==> config.mk <==
export PLATFORM = sky130hd
export DESIGN_NAME = kamus_lsu_flat
export DESIGN_NICKNAME = d
export VERILOG_FILES = /design/src/rtl/kamus_pkg.sv /design/src/rtl/kamus_lsu_if.sv /design/src/rtl/kamus_lsu_align.sv /design/src/rtl/kamus_lsu.sv /design/src/flat_wrapper.sv
export SDC_FILE = /design/constraint.sdc
export NUM_CORES = 1
export LEC_CHECK = 0
export CORE_UTILIZATION = 40
export CTS_CLUSTER_SIZE = 40
export DETAILED_ROUTE_END_ITERATION = 10
export PLACE_DENSITY = 0.67
export SYNTH_ARGS = -nofsm -noshare
export SYNTH_HDL_FRONTEND = slang
export SYNTH_HIERARCHICAL = 1
export SYNTH_SLANG_ARGS = --single-unit
==> constraint.sdc <==
create_clock -name clk_i -period 5.7 [get_ports clk_i]
set_input_delay 1.14 -clock clk_i [delete_from_list [all_inputs] [get_ports clk_i]]
set_output_delay 1.14 -clock clk_i [all_outputs]
set_load 0.05 [all_outputs]
==> src/rtl/kamus_pkg.sv <==
`default_nettype none
// ============================================================================
// Module      : kamus_pkg
// Description : Shared types for the kamus load/store unit: access width
//               encoding, LSU FSM state encoding, and the sizing helper for
//               the response timeout counter.
// Revision    : 1.0 - initial release
// ============================================================================
package kamus_pkg;

  // Access width. 2'b11 is not a legal encoding.
  typedef enum logic [1:0] {
    MEM_B = 2'b00,
    MEM_H = 2'b01,
    MEM_W = 2'b10,
    MEM_X = 2'b11
  } mem_width_e;

  typedef enum logic [1:0] {
    LSU_IDLE = 2'b00,
    LSU_REQ  = 2'b01,
    LSU_WAIT = 2'b10,
    LSU_DONE = 2'b11
  } lsu_state_e;

  localparam int unsigned c_min_cnt_w = 8;

  // Counter wide enough to hold the timeout value, never below 8 bits.
  function automatic int unsigned cnt_width(input int unsigned timeout);
    int unsigned w;
    w = $clog2(timeout + 1);
    return (w > c_min_cnt_w) ? w : c_min_cnt_w;
  endfunction

endpackage
`default_nettype wire

==> src/rtl/kamus_lsu_if.sv <==
`default_nettype none
// ============================================================================
// Module      : kamus_lsu_if
// Description : Data-memory bus between the LSU (master) and memory (slave).
//   data_req_o/data_we_o       request, write enable
//   data_addr_o                word-aligned address
//   data_be_o/data_wdata_o     byte enables, lane-replicated write data
//   data_gnt_i                 request accepted
//   data_rvalid_i/data_err_i   response valid, response error
//   data_rdata_i               response data
// Revision    : 1.0 - initial release
// ============================================================================
interface kamus_lsu_if;
  logic        data_req_o;
  logic        data_we_o;
  logic [31:0] data_addr_o;
  logic [3:0]  data_be_o;
  logic [31:0] data_wdata_o;
  logic        data_gnt_i;
  logic        data_rvalid_i;
  logic        data_err_i;
  logic [31:0] data_rdata_i;

  modport master (
    output data_req_o, data_we_o, data_addr_o, data_be_o, data_wdata_o,
    input  data_gnt_i, data_rvalid_i, data_err_i, data_rdata_i
  );

  modport slave (
    input  data_req_o, data_we_o, data_addr_o, data_be_o, data_wdata_o,
    output data_gnt_i, data_rvalid_i, data_err_i, data_rdata_i
  );
endinterface
`default_nettype wire

==> src/rtl/kamus_lsu_align.sv <==
`default_nettype none
// ============================================================================
// Module      : kamus_lsu_align
// Description : Combinational lane logic for the LSU.
//   i_width/i_addr_lo/i_we   access width, byte offset, store flag
//   i_unsigned               zero-extend loads
//   i_wdata/i_rdata          raw store data / raw bus read word
//   o_be/o_wdata             byte enables / lane-replicated store data
//   o_rdata                  shifted and extended load result
//   o_misaligned/o_illegal   alignment fault / illegal width encoding
// Revision    : 1.0 - initial release
// ============================================================================
module kamus_lsu_align
  import kamus_pkg::*;
(
  input  mem_width_e  i_width,
  input  logic [1:0]  i_addr_lo,
  input  logic        i_we,
  input  logic        i_unsigned,
  input  logic [31:0] i_wdata,
  input  logic [31:0] i_rdata,
  output logic [3:0]  o_be,
  output logic [31:0] o_wdata,
  output logic [31:0] o_rdata,
  output logic        o_misaligned,
  output logic        o_illegal
);

  logic [31:0] w_shifted;
  logic [3:0]  w_store_be;

  assign w_shifted = i_rdata >> {i_addr_lo, 3'b000};

  always_comb begin
    w_store_be   = 4'b1111;
    o_wdata      = i_wdata;
    o_rdata      = w_shifted;
    o_misaligned = 1'b0;
    o_illegal    = 1'b0;
    case (i_width)
      MEM_B: begin
        w_store_be = 4'b0001 << i_addr_lo;
        o_wdata    = {4{i_wdata[7:0]}};
        o_rdata    = {{24{~i_unsigned & w_shifted[7]}}, w_shifted[7:0]};
      end
      MEM_H: begin
        w_store_be   = 4'b0011 << i_addr_lo;
        o_wdata      = {2{i_wdata[15:0]}};
        o_rdata      = {{16{~i_unsigned & w_shifted[15]}}, w_shifted[15:0]};
        o_misaligned = i_addr_lo[0];
      end
      MEM_W: begin
        o_misaligned = |i_addr_lo;
      end
      default: begin
        o_illegal = 1'b1;
      end
    endcase
  end

  // Loads always fetch the whole word; lane selection happens on return.
  assign o_be = i_we ? w_store_be : 4'b1111;

endmodule
`default_nettype wire

==> src/rtl/kamus_lsu.sv <==
`default_nettype none
// ============================================================================
// Module      : kamus_lsu
// Description : Single-outstanding load/store unit, IDLE/REQ/WAIT/DONE FSM.
//   clk_i, rst_ni                   clock, async active-low reset
//   lsu_req_i .. lsu_wdata_i        request from EX, held until lsu_done_o
//   lsu_rdata_o, lsu_done_o         extended load result, completion pulse
//   lsu_busy_o                      stall while not IDLE
//   lsu_misaligned_o, lsu_err_o     exception flags, valid with lsu_done_o
//   bus                             data-memory bus (master side)
// Revision    : 1.0 - initial release
// ============================================================================
module kamus_lsu
  import kamus_pkg::*;
#(
  parameter int unsigned RSP_TIMEOUT = 255
) (
  input  logic        clk_i,
  input  logic        rst_ni,
  input  logic        lsu_req_i,
  input  logic        lsu_we_i,
  input  logic [1:0]  lsu_width_i,
  input  logic        lsu_unsigned_i,
  input  logic [31:0] lsu_addr_i,
  input  logic [31:0] lsu_wdata_i,
  output logic [31:0] lsu_rdata_o,
  output logic        lsu_done_o,
  output logic        lsu_busy_o,
  output logic        lsu_misaligned_o,
  output logic        lsu_err_o,
  kamus_lsu_if.master bus
);

  localparam int unsigned       c_cnt_w      = cnt_width(RSP_TIMEOUT);
  localparam bit                c_timeout_en = (RSP_TIMEOUT != 0);
  localparam logic [c_cnt_w-1:0] c_cnt_last  =
    c_timeout_en ? c_cnt_w'(RSP_TIMEOUT - 1) : '0;

  lsu_state_e         r_state, w_state_nxt;
  logic               r_we, r_unsigned, r_misaligned, r_err;
  mem_width_e         r_width;
  logic [31:0]        r_addr, r_wdata, r_rdata;
  logic [c_cnt_w-1:0] r_cnt;

  logic               w_idle, w_in_req, w_in_wait, w_in_done, w_accept, w_timeout;
  mem_width_e         w_width;
  logic [1:0]         w_addr_lo;
  logic [3:0]         w_be;
  logic [31:0]        w_wdata, w_rdata_ext;
  logic               w_misaligned, w_illegal;

  assign w_idle    = (r_state == LSU_IDLE);
  assign w_in_req  = (r_state == LSU_REQ);
  assign w_in_wait = (r_state == LSU_WAIT);
  assign w_in_done = (r_state == LSU_DONE);
  assign w_accept  = w_idle & lsu_req_i;
  assign w_timeout = c_timeout_en & (r_cnt == c_cnt_last);

  // In IDLE the aligner looks at the live request so the accept decision
  // can see misalignment; afterwards it works from the captured copy.
  assign w_width   = w_idle ? mem_width_e'(lsu_width_i) : r_width;
  assign w_addr_lo = w_idle ? lsu_addr_i[1:0] : r_addr[1:0];

  kamus_lsu_align u_align (
    .i_width      (w_width),
    .i_addr_lo    (w_addr_lo),
    .i_we         (w_idle ? lsu_we_i : r_we),
    .i_unsigned   (w_idle ? lsu_unsigned_i : r_unsigned),
    .i_wdata      (w_idle ? lsu_wdata_i : r_wdata),
    .i_rdata      (bus.data_rdata_i),
    .o_be         (w_be),
    .o_wdata      (w_wdata),
    .o_rdata      (w_rdata_ext),
    .o_misaligned (w_misaligned),
    .o_illegal    (w_illegal)
  );

  always_ff @(posedge clk_i or negedge rst_ni) begin
    if (!rst_ni) r_state <= LSU_IDLE;
    else         r_state <= w_state_nxt;
  end

  always_comb begin
    w_state_nxt = r_state;
    case (r_state)
      LSU_IDLE: if (lsu_req_i)
                  w_state_nxt = (w_misaligned | w_illegal) ? LSU_DONE : LSU_REQ;
      LSU_REQ:  if (bus.data_gnt_i) w_state_nxt = LSU_WAIT;
      LSU_WAIT: if (bus.data_rvalid_i | w_timeout) w_state_nxt = LSU_DONE;
      LSU_DONE: w_state_nxt = LSU_IDLE;
      default:  w_state_nxt = LSU_IDLE;
    endcase
  end

  always_ff @(posedge clk_i or negedge rst_ni) begin
    if (!rst_ni) begin
      r_we         <= 1'b0;
      r_width      <= MEM_B;
      r_unsigned   <= 1'b0;
      r_addr       <= '0;
      r_wdata      <= '0;
      r_rdata      <= '0;
      r_cnt        <= '0;
      r_misaligned <= 1'b0;
      r_err        <= 1'b0;
    end else if (w_accept) begin
      r_we         <= lsu_we_i;
      r_width      <= mem_width_e'(lsu_width_i);
      r_unsigned   <= lsu_unsigned_i;
      r_addr       <= lsu_addr_i;
      r_wdata      <= lsu_wdata_i;
      r_rdata      <= '0;
      r_cnt        <= '0;
      r_misaligned <= w_misaligned;
      r_err        <= w_illegal;
    end else if (w_in_wait) begin
      if (bus.data_rvalid_i) begin
        // A response beats a timeout landing on the same cycle.
        r_err   <= bus.data_err_i;
        r_rdata <= (r_we | bus.data_err_i) ? 32'h0 : w_rdata_ext;
      end else if (w_timeout) begin
        r_err <= 1'b1;
      end else begin
        r_cnt <= r_cnt + 1'b1;
      end
    end
  end

  assign lsu_busy_o       = ~w_idle;
  assign lsu_done_o       = w_in_done;
  assign lsu_rdata_o      = w_in_done ? r_rdata : 32'h0;
  assign lsu_misaligned_o = w_in_done & r_misaligned;
  assign lsu_err_o        = w_in_done & r_err;

  // Bus outputs only carry values while a request is actually presented.
  assign bus.data_req_o   = w_in_req;
  assign bus.data_we_o    = w_in_req & r_we;
  assign bus.data_addr_o  = w_in_req ? {r_addr[31:2], 2'b00} : 32'h0;
  assign bus.data_be_o    = w_in_req ? w_be : 4'h0;
  assign bus.data_wdata_o = w_in_req ? w_wdata : 32'h0;

endmodule
`default_nettype wire

==> src/flat_wrapper.sv <==
// flat-port wrapper written by rule: the top's interface ports become plain ports
module kamus_lsu_flat import kamus_pkg::*;
#(
  parameter int unsigned RSP_TIMEOUT = 255
)
  (clk_i, rst_ni, lsu_req_i, lsu_we_i, lsu_width_i, lsu_unsigned_i, lsu_addr_i, lsu_wdata_i, lsu_rdata_o, lsu_done_o, lsu_busy_o, lsu_misaligned_o, lsu_err_o, bus_data_req_o, bus_data_we_o, bus_data_addr_o, bus_data_be_o, bus_data_wdata_o, bus_data_gnt_i, bus_data_rvalid_i, bus_data_err_i, bus_data_rdata_i);
  kamus_lsu_if bus_i ();
  input  logic clk_i;
  input  logic rst_ni;
  input  logic lsu_req_i;
  input  logic lsu_we_i;
  input  logic [1:0] lsu_width_i;
  input  logic lsu_unsigned_i;
  input  logic [31:0] lsu_addr_i;
  input  logic [31:0] lsu_wdata_i;
  output logic [31:0] lsu_rdata_o;
  output logic lsu_done_o;
  output logic lsu_busy_o;
  output logic lsu_misaligned_o;
  output logic lsu_err_o;
  output wire logic [$bits(bus_i.data_req_o)-1:0] bus_data_req_o;
  output wire logic [$bits(bus_i.data_we_o)-1:0] bus_data_we_o;
  output wire logic [$bits(bus_i.data_addr_o)-1:0] bus_data_addr_o;
  output wire logic [$bits(bus_i.data_be_o)-1:0] bus_data_be_o;
  output wire logic [$bits(bus_i.data_wdata_o)-1:0] bus_data_wdata_o;
  input wire logic [$bits(bus_i.data_gnt_i)-1:0] bus_data_gnt_i;
  input wire logic [$bits(bus_i.data_rvalid_i)-1:0] bus_data_rvalid_i;
  input wire logic [$bits(bus_i.data_err_i)-1:0] bus_data_err_i;
  input wire logic [$bits(bus_i.data_rdata_i)-1:0] bus_data_rdata_i;
  assign bus_data_req_o = bus_i.data_req_o;
  assign bus_data_we_o = bus_i.data_we_o;
  assign bus_data_addr_o = bus_i.data_addr_o;
  assign bus_data_be_o = bus_i.data_be_o;
  assign bus_data_wdata_o = bus_i.data_wdata_o;
  assign bus_i.data_gnt_i = bus_data_gnt_i;
  assign bus_i.data_rvalid_i = bus_data_rvalid_i;
  assign bus_i.data_err_i = bus_data_err_i;
  assign bus_i.data_rdata_i = bus_data_rdata_i;
  kamus_lsu #(.RSP_TIMEOUT(RSP_TIMEOUT)) u_core (.clk_i(clk_i), .rst_ni(rst_ni), .lsu_req_i(lsu_req_i), .lsu_we_i(lsu_we_i), .lsu_width_i(lsu_width_i), .lsu_unsigned_i(lsu_unsigned_i), .lsu_addr_i(lsu_addr_i), .lsu_wdata_i(lsu_wdata_i), .lsu_rdata_o(lsu_rdata_o), .lsu_done_o(lsu_done_o), .lsu_busy_o(lsu_busy_o), .lsu_misaligned_o(lsu_misaligned_o), .lsu_err_o(lsu_err_o), .bus(bus_i));
endmodule
==> results.md <==
* Hold_ws at ~0.47 ns
* Register area share after synthesis at approximately two fifths
* Main combinational cell family by area after synthesis: simple AND/OR/NAND/NOR gates
* Initial antenna violation count at 0
* CP Launch Type: input port
* Slew Viols, Final at 0
* Die ar. at between 15000 and 20000 µm²
* Crit-path max FO at 19
* Required time of the worst setup path at about 4.6 ns
* Layout cells sized above 1 at roughly 12%
* DP Area at about 9100 µm²
* DRC viols at 0
* Syn-to-layout area delta at 32.1%
* Residual overflow from global routing at 0
* RSZ-0062 raised after global routing: false
* Commonest non-fill, non-tap cells in the layout: 235 x nand2_1, 188 x clkdlybuf4s50_1, 112 x dfrtp_1
* Reg area at 2800 µm²
* Hold Vio Cnt, Final at 0
* Wire per inst at about 17 µm
* CP cell instances: clkdlybuf4s50_1 -> mux2_2 -> inv_1 -> ha_1 -> nor2b_1 -> a311oi_1 -> a21oi_1 -> and2_1 -> clkdlybuf4s50_1
* Die width at 135 µm
* CTS Sinks at 112
* Num rows at 48
* Hpwl dp at between 10 and 15 mm
* Vias per cell at between 5 and 6
* F_max at 0.194 GHz
* Clock-pin slew on the worst setup and hold paths at around 0.070 ns
* CTS tree: yes
* Multi-input gate area at around 4000 µm²
* Post-CTS Setup Repair Bufs at 0
* Nets at approximately 1.1k
* Post-synthesis adder-cell area fraction at roughly 2.1%
* First-pass GRT wire length at ~33 mm
* Routed Antenna Nets at 0
* Leak at about 4.3 nW
* Clock buffer depth at 2
* Worst Tran Pin Value at ~1.1 ns
* Number of CTS-inserted buffers at 9
* Clk_skew at approximately 0.012 ns
* DR vias at ~6.2k
* #FFs+latches synth at roughly 110
* Synth Flop Type: dfrtp_1
* Multiplexer share of the synthesized area at 9.96%
* Post-synth EDFFs at 0
* Fin crit share at 90.7%
* # fillers at between 1.5k and 2k
* Num ports at about 210
* Crit-path most repeated cell: clkdlybuf4s50_1
* TNS Setup at 0 ns
* Outcome: completed
* Top sig layer: met4
* Met2 wire length at roughly 9.4 mm
* Endpoints failing setup at 0
* Hold WC Path Type: reg2reg
* Post-Syn Area per Cell at just under 9 µm²
* Yosys warns at 6
* Worst Setup Path Type: in2out
* Slowest stage delay, CP at a little under 0.7 ns
* Final WS setup at 0.533 ns
* Dpl ws at approximately 0.55 ns
* Final instance area at 9390 µm²
* Post-CTS Resized at 0
* Post-Synth XOR/XNOR Area at less than 1%
* Arrival @ worst endpoint at about 4.0 ns
* Cell Pwr Density at about 600 nW/µm²
* Met1 wire length at 9.16 mm
* Antenna Diode Count at 0
* Largest net degree at the start of global routing at 77
* H-tree Lvls at 3
* Rel. slew slack at between 20% and 30%
* Synth Area in Compound Gates at between 10 and 15%
* Commonest non-fill, non-tap cell in the layout: nand2_1
* Root buf cell: clkbuf_16
* Worst path slowest cell: clkdlybuf4s50_1
* Max-cap violations at 0
* CORE AREA at roughly 17000 µm²
* Worst Setup End Kind: output pin
* Wire length on met3 at between 1.5 and 2 mm
* Drt total wl at 20.5 mm
* DR iter-0 viols at between 400 and 500
* Peak VDD IR at 0.350 mV
* Synth Instances at 821
* Minimum clock period at slightly above 5 ns
* Post-Syn Area at roughly 7000 µm²
* # port buffers at ~210
* Starting Density at between 40% and 50%
* Vias in the first global route at 6141
* Pre-antenna DRT Iters at 5
* Clock Latency Late Sink at roughly 0.36 ns
* Vert. Die Dim at ~140 µm
* Post-CTS Hold Buffers at 0
* Post-synth ARST share at 100%
* Synth cell types at 57
* Placer Congestion at 0.862
* Gr usage total at around 23%
* Synth Area in Simple Gates at a little over a quarter
worst paths after layout:
path	from	to	slack, ns	depth (start not counted)
worst max-delay path	lsu_width_i[1]	bus_data_wdata_o[29]	0.53	9
worst min-delay path	u_core/r_addr[2]	u_core/r_addr[2]	0.47	2
worst max register to register	u_core/r_state[0]	u_core/r_rdata[17]	1.94	9
worst min register to register	u_core/r_addr[2]	u_core/r_addr[2]	0.47	2
max in group asynchronous	rst_ni	u_core/r_wdata[10]	3.68	2
min in group asynchronous	rst_ni	u_core/r_rdata[1]	0.86	1
cell families after synthesis:
| family | after synthesis |
|---|---|
| AOI/OAI and AO/OA | 133 |
| xor gates and xnor gates | 4 |
| adders and majority gates | 12 |
| buffers and inverters | 83 |
| DFF | 112 |
| muxes | 64 |
| other | 1 |
| and+or+nand+nor | 412 |
stage by stage:
stage          total power, mW  std cells  utilization [%]
2_1_floorplan             4.11        822                -
3_3_place_gp              5.01       1192             52.5
3_5_place_dp              5.03       1192             52.5
4_1_cts                   5.68       1208             54.1
5_1_grt                   6.05       1208             54.1
6_report                  5.65       1208             54.1
worst max-delay path: cells and delay by family:
family                     cells  cell delay [ns]
and+or+nand+nor                2             0.31
adders and majority gates      1             0.66
AOI/OAI and AO/OA              2             0.40
buffers and inverters          3             1.20
muxes                          1             0.31
area by class of cell:
class,count,share of cell area (%)
Clock inverter,3,0.253
Sequential cell,112,29.8
Tap cell,225,3.00
Timing Repair Buffer,217,22.3
Clock buffer,13,2.77
Multi-Input combinational cell,627,41.4
Inverter,11,0.440
layer usage:
layer,vias up,global-route usage [%]
li1,3039,-
met2,202,36.4
met1,2974,30.9
met3,22,6.14
met4,0,7.18
met5,-,0
cells in the mapped netlist (2+ instances only):
library cell / instances / share of area (%)
nand2_1: 236 / 12
dfrtp_1: 112 / 39
and2_1: 102 / 9.0
mux2_2: 46 / 7.3
nor2_1: 40 / 2.1
buf_2: 27 / 1.9
clkbuf_1: 24 / 1.3
a22oi_1: 22 / 2.3
o21ai_0: 22 / 1.5
a21oi_1: 17 / 1.2
a22o_1: 16 / 2.0
mux2i_1: 16 / 2.3
buf_4: 15 / 1.6
o211ai_1: 15 / 1.6
ha_1: 12 / 2.1
inv_1: 11 / 0.58
a22oi_2: 10 / 1.8
nor2b_1: 10 / 0.88
a311oi_1: 9 / 1.1
a2bb2oi_1: 6 / 0.74
buf_6: 5 / 0.79
nand3b_1: 5 / 0.53
o211ai_2: 3 / 0.53
xor2_1: 3 / 0.37
and3b_1: 2 / 0.25
mux2_4: 2 / 0.42
nand3_1: 2 / 0.14
o21ai_2: 2 / 0.25
where the power goes:
| group | switching, mW | internal [mW] |
|---|---|---|
| clock network | 0.293 | 0.323 |
| logic | 2.34 | 1.38 |
| registers | 0.183 | 1.13 |
flip-flops by register name, summed over array words and instances, names as in the netlist:
signal               cells
u_core/r_addr           32
u_core/r_rdata          32
u_core/r_wdata          32
u_core/r_cnt             8
u_core/r_state           2
u_core/r_width           2
u_core/r_err             1
u_core/r_misaligned      1
u_core/r_unsigned        1
u_core/r_we              1
No activity file was read; power rests on OpenSTA's default activity.
